### config.mk
export PLATFORM = sky130hd
export DESIGN_NAME = demux_stream_1xn
export DESIGN_NICKNAME = d
export VERILOG_FILES = /design/src/rtl/demux_stream_1xn.sv
export SDC_FILE = /design/constraint.sdc
export NUM_CORES = 1
export LEC_CHECK = 0
export BUFFER_PORTS_ARGS = -buffer_cell sky130_fd_sc_hd__buf_2
export CAP_MARGIN = 20
export CORE_UTILIZATION = 52
export CTS_BUF_LIST = sky130_fd_sc_hd__clkbuf_2
export DETAILED_ROUTE_END_ITERATION = 10
export PLACE_DENSITY = 0.93
export SLEW_MARGIN = 15
export SYNTH_ARGS = -nofsm -noshare
export SYNTH_HDL_FRONTEND = slang
export SYNTH_SLANG_ARGS = --single-unit
### constraint.sdc
create_clock -name clk -period 1.9 [get_ports clk]
set_input_delay 0.095 -clock clk [delete_from_list [all_inputs] [get_ports clk]]
set_output_delay 0.095 -clock clk [all_outputs]
set_load 0.01 [all_outputs]
### src/rtl/demux_stream_1xn.sv
// rtl/demux_stream_1xn.sv - registered ready/valid 1-to-N stream demultiplexer
// Optional broadcast input (in_bcast) is compiled in when DEMUX_STREAM_BCAST_EN is defined.
module demux_stream_1xn #(
  parameter  int WIDTH    = 8,
  parameter  int CHANNELS = 8,
  localparam int SEL_W    = $clog2(CHANNELS)
) (
  input  logic                      clk,
  input  logic                      rst_n,
  input  logic                      in_valid,
  output logic                      in_ready,
  input  logic [WIDTH-1:0]          in_data,
  input  logic [SEL_W-1:0]          in_sel,
`ifdef DEMUX_STREAM_BCAST_EN
  input  logic                      in_bcast,
`endif
  output logic [CHANNELS-1:0]       out_valid,
  input  logic [CHANNELS-1:0]       out_ready,
  output logic [CHANNELS*WIDTH-1:0] out_data,
  output logic                      sel_err
);

  typedef enum logic {
    EMPTY = 1'b0,
    FULL  = 1'b1
  } ch_state_e;

  ch_state_e           ch_state_q [CHANNELS];
  ch_state_e           ch_state_d [CHANNELS];
  logic [WIDTH-1:0]    data_q     [CHANNELS];
  logic [WIDTH-1:0]    data_d     [CHANNELS];
  logic                sel_err_q;
  logic                sel_err_d;

  logic                sel_ok;
  logic                bcast;
  logic                accept;
  logic [CHANNELS-1:0] hit;
  logic [CHANNELS-1:0] can_take;
  logic [CHANNELS-1:0] load;

`ifdef DEMUX_STREAM_BCAST_EN
  assign bcast = in_bcast;
`else
  assign bcast = 1'b0;
`endif

  // Out-of-range selects only exist when CHANNELS is not a power of two.
  generate
    if ((1 << SEL_W) == CHANNELS) begin : g_sel_pow2
      assign sel_ok = 1'b1;
    end else begin : g_sel_npow2
      assign sel_ok = (32'(in_sel) < 32'(CHANNELS));
    end
  endgenerate

  always_comb begin
    hit      = '0;
    can_take = '0;
    for (int i = 0; i < CHANNELS; i++) begin
      can_take[i] = (ch_state_q[i] == EMPTY) || out_ready[i];
      hit[i]      = bcast || (sel_ok && (in_sel == SEL_W'(i)));
    end
  end

  // A discarded (bad-select) beat is always taken so the producer never deadlocks.
  always_comb begin
    if (bcast) begin
      in_ready = &can_take;
    end else begin
      in_ready = !sel_ok || |(hit & can_take);
    end
  end

  assign accept    = in_valid && in_ready;
  assign load      = accept ? hit : '0;
  assign sel_err_d = accept && !sel_ok && !bcast;

  always_comb begin
    for (int i = 0; i < CHANNELS; i++) begin
      ch_state_d[i] = ch_state_q[i];
      data_d[i]     = data_q[i];
      unique case (ch_state_q[i])
        EMPTY: begin
          if (load[i]) begin
            ch_state_d[i] = FULL;
            data_d[i]     = in_data;
          end
        end
        FULL: begin
          // Drain and reload in the same cycle keeps the channel full with no bubble.
          if (load[i]) begin
            data_d[i] = in_data;
          end else if (out_ready[i]) begin
            ch_state_d[i] = EMPTY;
          end
        end
        default: ch_state_d[i] = EMPTY;
      endcase
    end
  end

  always_ff @(posedge clk or negedge rst_n) begin
    if (!rst_n) begin
      for (int i = 0; i < CHANNELS; i++) begin
        ch_state_q[i] <= EMPTY;
        data_q[i]     <= '0;
      end
      sel_err_q <= 1'b0;
    end else begin
      for (int i = 0; i < CHANNELS; i++) begin
        ch_state_q[i] <= ch_state_d[i];
        data_q[i]     <= data_d[i];
      end
      sel_err_q <= sel_err_d;
    end
  end

  always_comb begin
    out_valid = '0;
    out_data  = '0;
    for (int i = 0; i < CHANNELS; i++) begin
      out_valid[i]               = (ch_state_q[i] == FULL);
      out_data[i*WIDTH +: WIDTH] = data_q[i];
    end
  end

  assign sel_err = sel_err_q;

endmodule

### Word level (Yosys, flattened, before mapping)

Cells that the tools add are included.
Widths: inputs -> output; s select.

| cells by class | value |
|---|---|
| magnitude comparators | 0 |
| shifts and indexed selects | 0 |
| div/mod/pow operators | 0 |
| equal/unequal tests | 7 |
| bitwise gates (word level) | 9 |
| $mul | 0 |
| multiplexer cells | 41 |
| add/subtract/negate cells | 0 |
| reductions and logical operators | 11 |

Operators by type and width:

| kind | count |
|---|---|
| $mux 8 | 9 |
| $mux 1 | 24 |
| $pmux 1 s2 | 8 |
| $eq 3x3->1 const B | 4 |
| $and 8x8->8 | 1 |
| $logic_or 1x1->1 | 8 |
| $not 1->1 | 8 |
| $reduce_or 8->1 | 1 |
| $eq 3x2->1 const B | 2 |
| $eq 3x1->1 const B | 1 |
| $logic_not 3->1 | 1 |
| $logic_and 1x1->1 | 1 |

| storage, ports and cells | value |
|---|---|
| RAM bits | 0 |
| logic and storage cells | 84 |
| register bits | 72 |
| output and inout bits | 74 |
| bits in read-only memories | 0 |
| memories kept | 0 |
| input port bits | 22 |
| latch bits | 0 |

### Depth between registers and ports, before layout

Gate-level depths: netlist of run 1.

| logic depth | value |
|---|---|
| depth after elaboration | 8 |
| mapped depth | 4 |
| gate-level depth less buffers | 3 |

### Worst setup path after synthesis of run 1

OpenSTA, ideal clock, no wires.

| timing | value |
|---|---|
| kind | flip-flop to flip-flop |
| from | register ch_state_q (netlist bit out_valid[0]) |
| to | register data_q (netlist bit out_data[0]) |
| required time | 1775 ps |
| period minus slack after synthesis | 1398 ps |
| buffers on the path | 0 |
| cell stages (with the launch flop) | 4 |
| path slack | 502 ps |
| library setup time | 125 ps |
| data arrival time | 1273 ps |
| path through | dfrtp_1 -> nand2b_1 -> nor4b_4 -> mux2_2 |

| between the ends | value |
|---|---|
| word-level cells in the longest chain between the ends | 6 |

RTL lines:

| what | RTL line | RTL |
|---|---|---|
| start: declaration | 28 | `ch_state_e ch_state_q [CHANNELS];` |
| start signal: indexed assignment | 112 | `ch_state_q[i] <= ch_state_d[i];` |
| $not 1->1 | 61, 83 |  |
| $logic_or 1x1->1 | 61 | `can_take[i] = (ch_state_q[i] == EMPTY) \|\| out_ready[i];` |
| $and 8x8->8 | 71 | `in_ready = !sel_ok \|\| \|(hit & can_take);` |
| $reduce_or 8->1 | 71 |  |
| $logic_and 1x1->1 | 75 | `assign accept = in_valid && in_ready;` |
| $mux 8 | 76 | `assign load = accept ? hit : '0;` |
| end signal: indexed assignment | 113 | `data_q[i] <= data_d[i];` |
| end: declaration | 30 | `logic [WIDTH-1:0] data_q [CHANNELS];` |

Every way passes these cells.
A chain may end at the register's enable or synchronous reset.

### Final worst setup path of run 1

| timing | value |
|---|---|
| from | register ch_state_q (netlist bit out_valid[3]) |
| to | output in_ready |

| between the ends | value |
|---|---|
| word-level cells in the longest chain between the ends | 4 |

RTL lines:

| what | RTL line | RTL |
|---|---|---|
| $not 1->1 | - |  |
| $logic_or 1x1->1 | 61 |  |
| $and 8x8->8 | 71 |  |
| $reduce_or 8->1 | 71 |  |
| end: declaration | 11 | `output logic in_ready,` |

Every way passes these cells.

==> results.tsv, run 1 <==
stage	metric	value	unit
synth	post-synth cell types	22	
die	die area	5790	um^2
setup_path	Slowest-stage cell, CP	mux4_2	
layout	most common cell after layout, fill and taps aside	buf_2	
setup_path	critical path capture point type	output port	
placed_design	DP Worst Slack	0.376	ns
setup_path	CP delay by family, top	multiplexers	
layout	antenna cells	0	
setup_path	CP bufs+invs	1	
clocking	clock root cell	clkbuf_2	
synth	post-synth top area cell	dfrtp_1	
min_path	HP Class	primary input to async pin	
layout	multi-input logic area	1020	um^2
setup_path	kind of critical path	flip-flop to output port	
grt	Top Usage Layer GRT	met2	
synth	syn nets	198	
detailed_routing	Residual DRC	0	
die	starting density of the core	0.549	
layout	ratio of cells with drive above 1 in the final layout	0.614	
die	Die H	76.1	um
sta	Clock Skew	0.0184	ns
sta	worst slack on hold paths	0.0559	ns
sta	headroom to the max-slew limit	0.661	
outcome	failing checks	negative setup slack	
layout	Post-layout nets	328	
power	clock network power share	0.188	
layout	commonest cells after routing, fill and taps aside	buf_2 (93), dfrtp_1 (72), mux2_2 (64)	
synth	post-synthesis sequential area ratio	0.631	
detailed_routing	total wire length	6750	um
setup_path	flop-to-flop setup slack	0.39	ns
grt	vias in the first global route	2172	
setup_path	beginning of the critical path	out_valid[3]	
power	VDD IR max	0.787	mV
sta	final setup fails	1	
grt	grt met2 use	0.432	
layout	fillers	367	
grt	initial antenna violation count	0	
sta	Tmin final	1.98	ns
die	FP Rows	26	
die	die width	76.1	um
die	CORE AREA	5200	um^2
grt	largest net degree at the start of global routing	33	
power	sw frac	0.315	
sta	setup ws final	-0.0772	ns
power	Net Switching	1160	uW
detailed_routing	DRT antenna net count	0	
setup_path	Setup crit start kind	flip-flop	
sta	Least-Margin Pin Slew	0.508	ns
clocking	cts bufs inserted	9	
synth	synthesized area per cell	16.2	um^2
synth	Yosys Warn Count	0	
detailed_routing	vias	1997	
grt	first-pass GRT wire length	11000	um
detailed_routing	drt initial violations	119	
clocking	H-tree Lvls	3	
sta	RSZ-0062 raised after global routing	yes	
detailed_routing	TritonRoute pass-1 iters	4	
synth	EDFF count, synth	0	
sta	endpoints failing hold	0	
setup_path	Req. time, crit path	1.80	ns
synth	Seq cells post-synth	72	
grt	grt total ovfl	0	
synth	Mapped Area	2860	um^2
setup_path	FF-to-FF Start	out_valid[3]	
power	Combinational Power Share	0.267	
synth	leading post-synthesis cells by cell area	dfrtp_1 (63%), mux2_2 (26%), nand2b_1 (1.8%), mux4_2 (1.6%), nand4_2 (0.88%)	
setup_path	Worst path max stage delay	0.48	ns
power	leak pwr	0.00186	uW
grt	met3 Use GR	0.0826	
grt	overall global routing resource usage	0.257	
grt	routing usage on met1	0.311	
power	Flop pwr share	0.544	
detailed_routing	via/cell ratio	5.24	
sta	Max Clock Freq	0.506	GHz
layout	area grow syn2layout	31.8	%
placed_design	final weighted congestion in routability-driven placement	0.794	
sta	crit share post-route	1.04	
sta	Slew Limit Fails	0	
setup_path	CP Data Arrival Time	1.88	ns
layout	Reg area	1800	um^2
setup_path	crit-path cells	nand2b_1 > mux4_2 > mux2_4 > buf_6	
placed_design	input/output buffers	94	
outcome	status	complete, but fails checks	
synth	post-synthesis cell count	176	
clocking	CTS tree	yes	
synth	post-synth top area share	0.631	
detailed_routing	WL/cell	17.7	um
synth	Post-synth ARST share	1.00	
synth	top_reg_cell synth	dfrtp_1	
clocking	clk buf depth	2	
power	Cell Pwr Density	979	nW/um^2
placed_design	Post-DP HPWL	4430	um
run	max-cap violations	0	
clocking	Reg clk slew, reported paths	0.20	ns
power	Tot Pwr	3690	uW
power	Int Pwr	2520	uW
setup_path	crit-path max FO	2	
clocking	clk_lat worst skew	0.51	ns
die	I/O Pins	96	
clocking	clock sink count	72	
## state kept, by name, summed over array words and instances, names as in the netlist
| register | count |
|---|---|
| out_data | 64 |
| out_valid | 8 |
## stage by stage
step           utilization  instances  instance area [um^2]  TNS (ns)
3_3_place_gp         0.656        338                  3410         0
2_1_floorplan            -        176                  2860         0
5_1_grt              0.723        381                  3760    -0.152
6_report             0.723        381                  3760   -0.0772
4_1_cts              0.722        380                  3760   -0.0644
3_5_place_dp         0.656        338                  3410         0
## final cells by class
type	count	share of cell area
well taps	70	0.0233
inverters	1	0.000997
multi-input cells	98	0.271
flip-flops and latches	72	0.479
clock buffers	10	0.0133
repair buffers	124	0.204
clock inverters	6	0.00964
## power groups by stage
| stage | registers (uW) | clock network (uW) | logic, uW |
|---|---|---|---|
| after floorplan | 2180 | 0 | 326 |
| after global placement | 2010 | 0 | 918 |
| after detailed placement | 2030 | 0 | 951 |
| after CTS | 2010 | 713 | 992 |
| after global routing | 2050 | 779 | 1060 |
| final | 2010 | 694 | 985 |
## routing by layer
metal / share of wire / up-vias
met5: 0 / -
met2: 0.53 / 68
li1: - / 896
met3: 0.064 / 10
met4: 0.014 / 0
met1: 0.39 / 1023
## final timing paths
path | end | cells past startpoint
hold reg to reg | out_data[24] | 1
max in group asynchronous | out_data[5] | 3
hold / removal | out_data[57] | 2
setup / recovery | in_ready | 4
min in group clk | out_valid[4] | 3
setup reg to reg | out_data[30] | 5
## logic make-up (layout without fill, tap and decap cells)
| group | Yosys count | in the layout | synth area share |
|---|---|---|---|
| and+or+nand+nor | 24 | 24 | 0.0679 |
| AOI/OAI and AO/OA | 6 | 6 | 0.0140 |
| muxes | 67 | 67 | 0.272 |
| DFF | 72 | 72 | 0.631 |
| other | 1 | 1 | 0.00131 |
| buffers and inverters | 6 | 141 | 0.0140 |
## synthesized netlist by cell type (all sizes together), types with 2 or more instances
master,count
and3,3
o31ai,2
dfrtp,72
mux4,2
nand2b,9
o21ai,3
nand3,3
buf,5
mux2,65
nand4,2
nand2,3
## timing repair
action	4_1_cts	5_1_grt
hold buffers	21	0
hold endpoints to repair	122	0
buffers inserted	5	1
pin swaps	0	0
endpoints found under the setup margin	1	1
resized for setup	2	0
No activity file was read; power rests on OpenSTA's default activity.
==> run 2, diff against run 1 <==
- GPL_TIMING_DRIVEN: unset -> 0
==> results.tsv, run 2 (synthesized netlist as in run 1, its figures left out) <==
stage	metric	value	unit
layout	max FFs per register	64	
detailed_routing	Residual DRC	0	
sta	setup ws final	-0.0463	ns
detailed_routing	DRT antenna net count	0	
detailed_routing	via/cell ratio	5.25	
layout	most common cell after layout, fill and taps aside	buf_2	
power	Cell Pwr Density	1070	nW/um^2
sta	endpoints failing hold	0	
grt	initial antenna violation count	0	
die	Die H	76.1	um
layout	area grow syn2layout	37.2	%
setup_path	kind of critical path	flip-flop to output port	
clocking	clk_lat worst skew	0.48	ns
power	VDD IR max	0.841	mV
layout	Post-layout nets	335	
clocking	CTS tree	yes	
power	leak pwr	0.00195	uW
detailed_routing	WL/cell	17.7	um
die	die area	5790	um^2
layout	ratio of cells with drive above 1 in the final layout	0.625	
sta	Max Clock Freq	0.514	GHz
sta	Tmin final	1.95	ns
clocking	clk buf depth	2	
grt	vias in the first global route	2195	
clocking	cts bufs inserted	9	
sta	Final TNS setup	-0.0463	ns
die	CORE AREA	5200	um^2
setup_path	Req. time, crit path	1.80	ns
placed_design	cell count after placement	341	
placed_design	input/output buffers	94	
placed_design	final weighted congestion in routability-driven placement	0.780	
min_path	HP Class	primary input to flip-flop	
setup_path	critical path capture point type	output port	
clocking	clock sink count	72	
die	FP Rows	26	
die	I/O Pins	96	
sta	Slew Limit Fails	0	
grt	largest net degree at the start of global routing	59	
layout	fillers	329	
die	die width	76.1	um
grt	grt total ovfl	0	
grt	first-pass GRT wire length	11200	um
clocking	H-tree Lvls	3	
sta	final setup fails	1	
sta	headroom to the max-slew limit	0.566	
sta	Clock Skew	0.0224	ns
detailed_routing	drt initial violations	67	
clocking	Reg clk slew, reported paths	0.20	ns
outcome	failing checks	negative setup slack	
detailed_routing	vias	2032	
placed_design	Post-DP HPWL	4380	um
grt	overall global routing resource usage	0.254	
layout	Final Non-Filler Cells	387	
die	starting density of the core	0.549	
sta	Least-Margin Pin Slew	0.649	ns
run	max-cap violations	0	
sta	RSZ-0062 raised after global routing	yes	
detailed_routing	total wire length	6860	um
setup_path	Worst path max stage delay	0.47	ns
clocking	clock root cell	clkbuf_2	
setup_path	CP Data Arrival Time	1.85	ns
layout	commonest cells after routing, fill and taps aside	buf_2 (94), dfrtp_1 (72), mux2_2 (64)	
placed_design	DP Worst Slack	0.170	ns
setup_path	Slowest-stage cell, CP	mux4_2	
layout	antenna cells	0	
detailed_routing	TritonRoute pass-1 iters	4	
setup_path	crit-path max FO	2	
setup_path	Setup crit start kind	flip-flop	
setup_path	crit-path cells	nand2b_1 > mux4_2 > mux2_4 > buf_6	
sta	crit share post-route	1.02	
outcome	status	complete, but fails checks	
==> run 2: layout make-up <==
cell class                 instances  area [um^2]  area share
sequential                        72         1800       0.460
tap                               70         87.6      0.0223
multi-input combinational         98         1020       0.260
clock buffer                       9         45.0      0.0115
inverter                           1         3.75    0.000958
clock inverter                     6          133      0.0338
timing repair buffer             126          795       0.203
buffer                             5         36.3     0.00926
==> run 2: through the flow <==
stage          area, um^2   util  power [uW]  hold slack [ns]
2_1_floorplan        2860      -        2500           -0.201
3_3_place_gp         3410  0.656        2920            0.425
3_5_place_dp         3440  0.662        2980          -0.0281
4_1_cts              3900  0.749        4230          0.00736
5_1_grt              3920  0.753        4400           0.0264
6_report             3920  0.753        4210          0.00766
==> run 2: worst paths after layout <==
check                             start           end  slack, ns  depth (start not counted)
setup / recovery           out_valid[3]      in_ready      -0.05                          4
hold / removal             out_ready[2]  out_valid[2]      0.008                          4
setup reg to reg           out_valid[7]  out_data[59]       0.28                          4
hold reg to reg             out_data[8]   out_data[8]       0.52                          1
max in group asynchronous         rst_n  out_data[32]       0.74                          3
min in group asynchronous         rst_n  out_data[51]       0.12                          3
==> run 2: what timing repair did <==
action,in CTS,in global routing
gates resized for setup,2,1
hold buffers,22,0
pin swaps,0,2
endpoints found under the setup margin,1,4
endpoints found under the hold margin,143,0
buffers inserted,6,4
==> run 2: where the power goes <==
part / switching (uW) / total [uW] / internal, uW
clock: 519 / 1210 / 691
sequential: 156 / 2000 / 1840
combinational: 474 / 997 / 523
total: 1150 / 4210 / 3060
==> run 2: metal layers <==
metal,vias up,GRT usage,routed length (um)
li1,907,-,-
met1,1031,0.299,2710
met2,82,0.456,3660
met3,12,0.0527,361
met4,0,0.0981,127
met5,-,0,0
==> run 2: critical path, delay by kind of cell (launching register included) <==
family,cells,cell delay [ns]
multiplexers,2,0.75
flip-flops,1,0.41
buffers and inverters,1,0.12
AND/OR/NAND/NOR,1,0.09
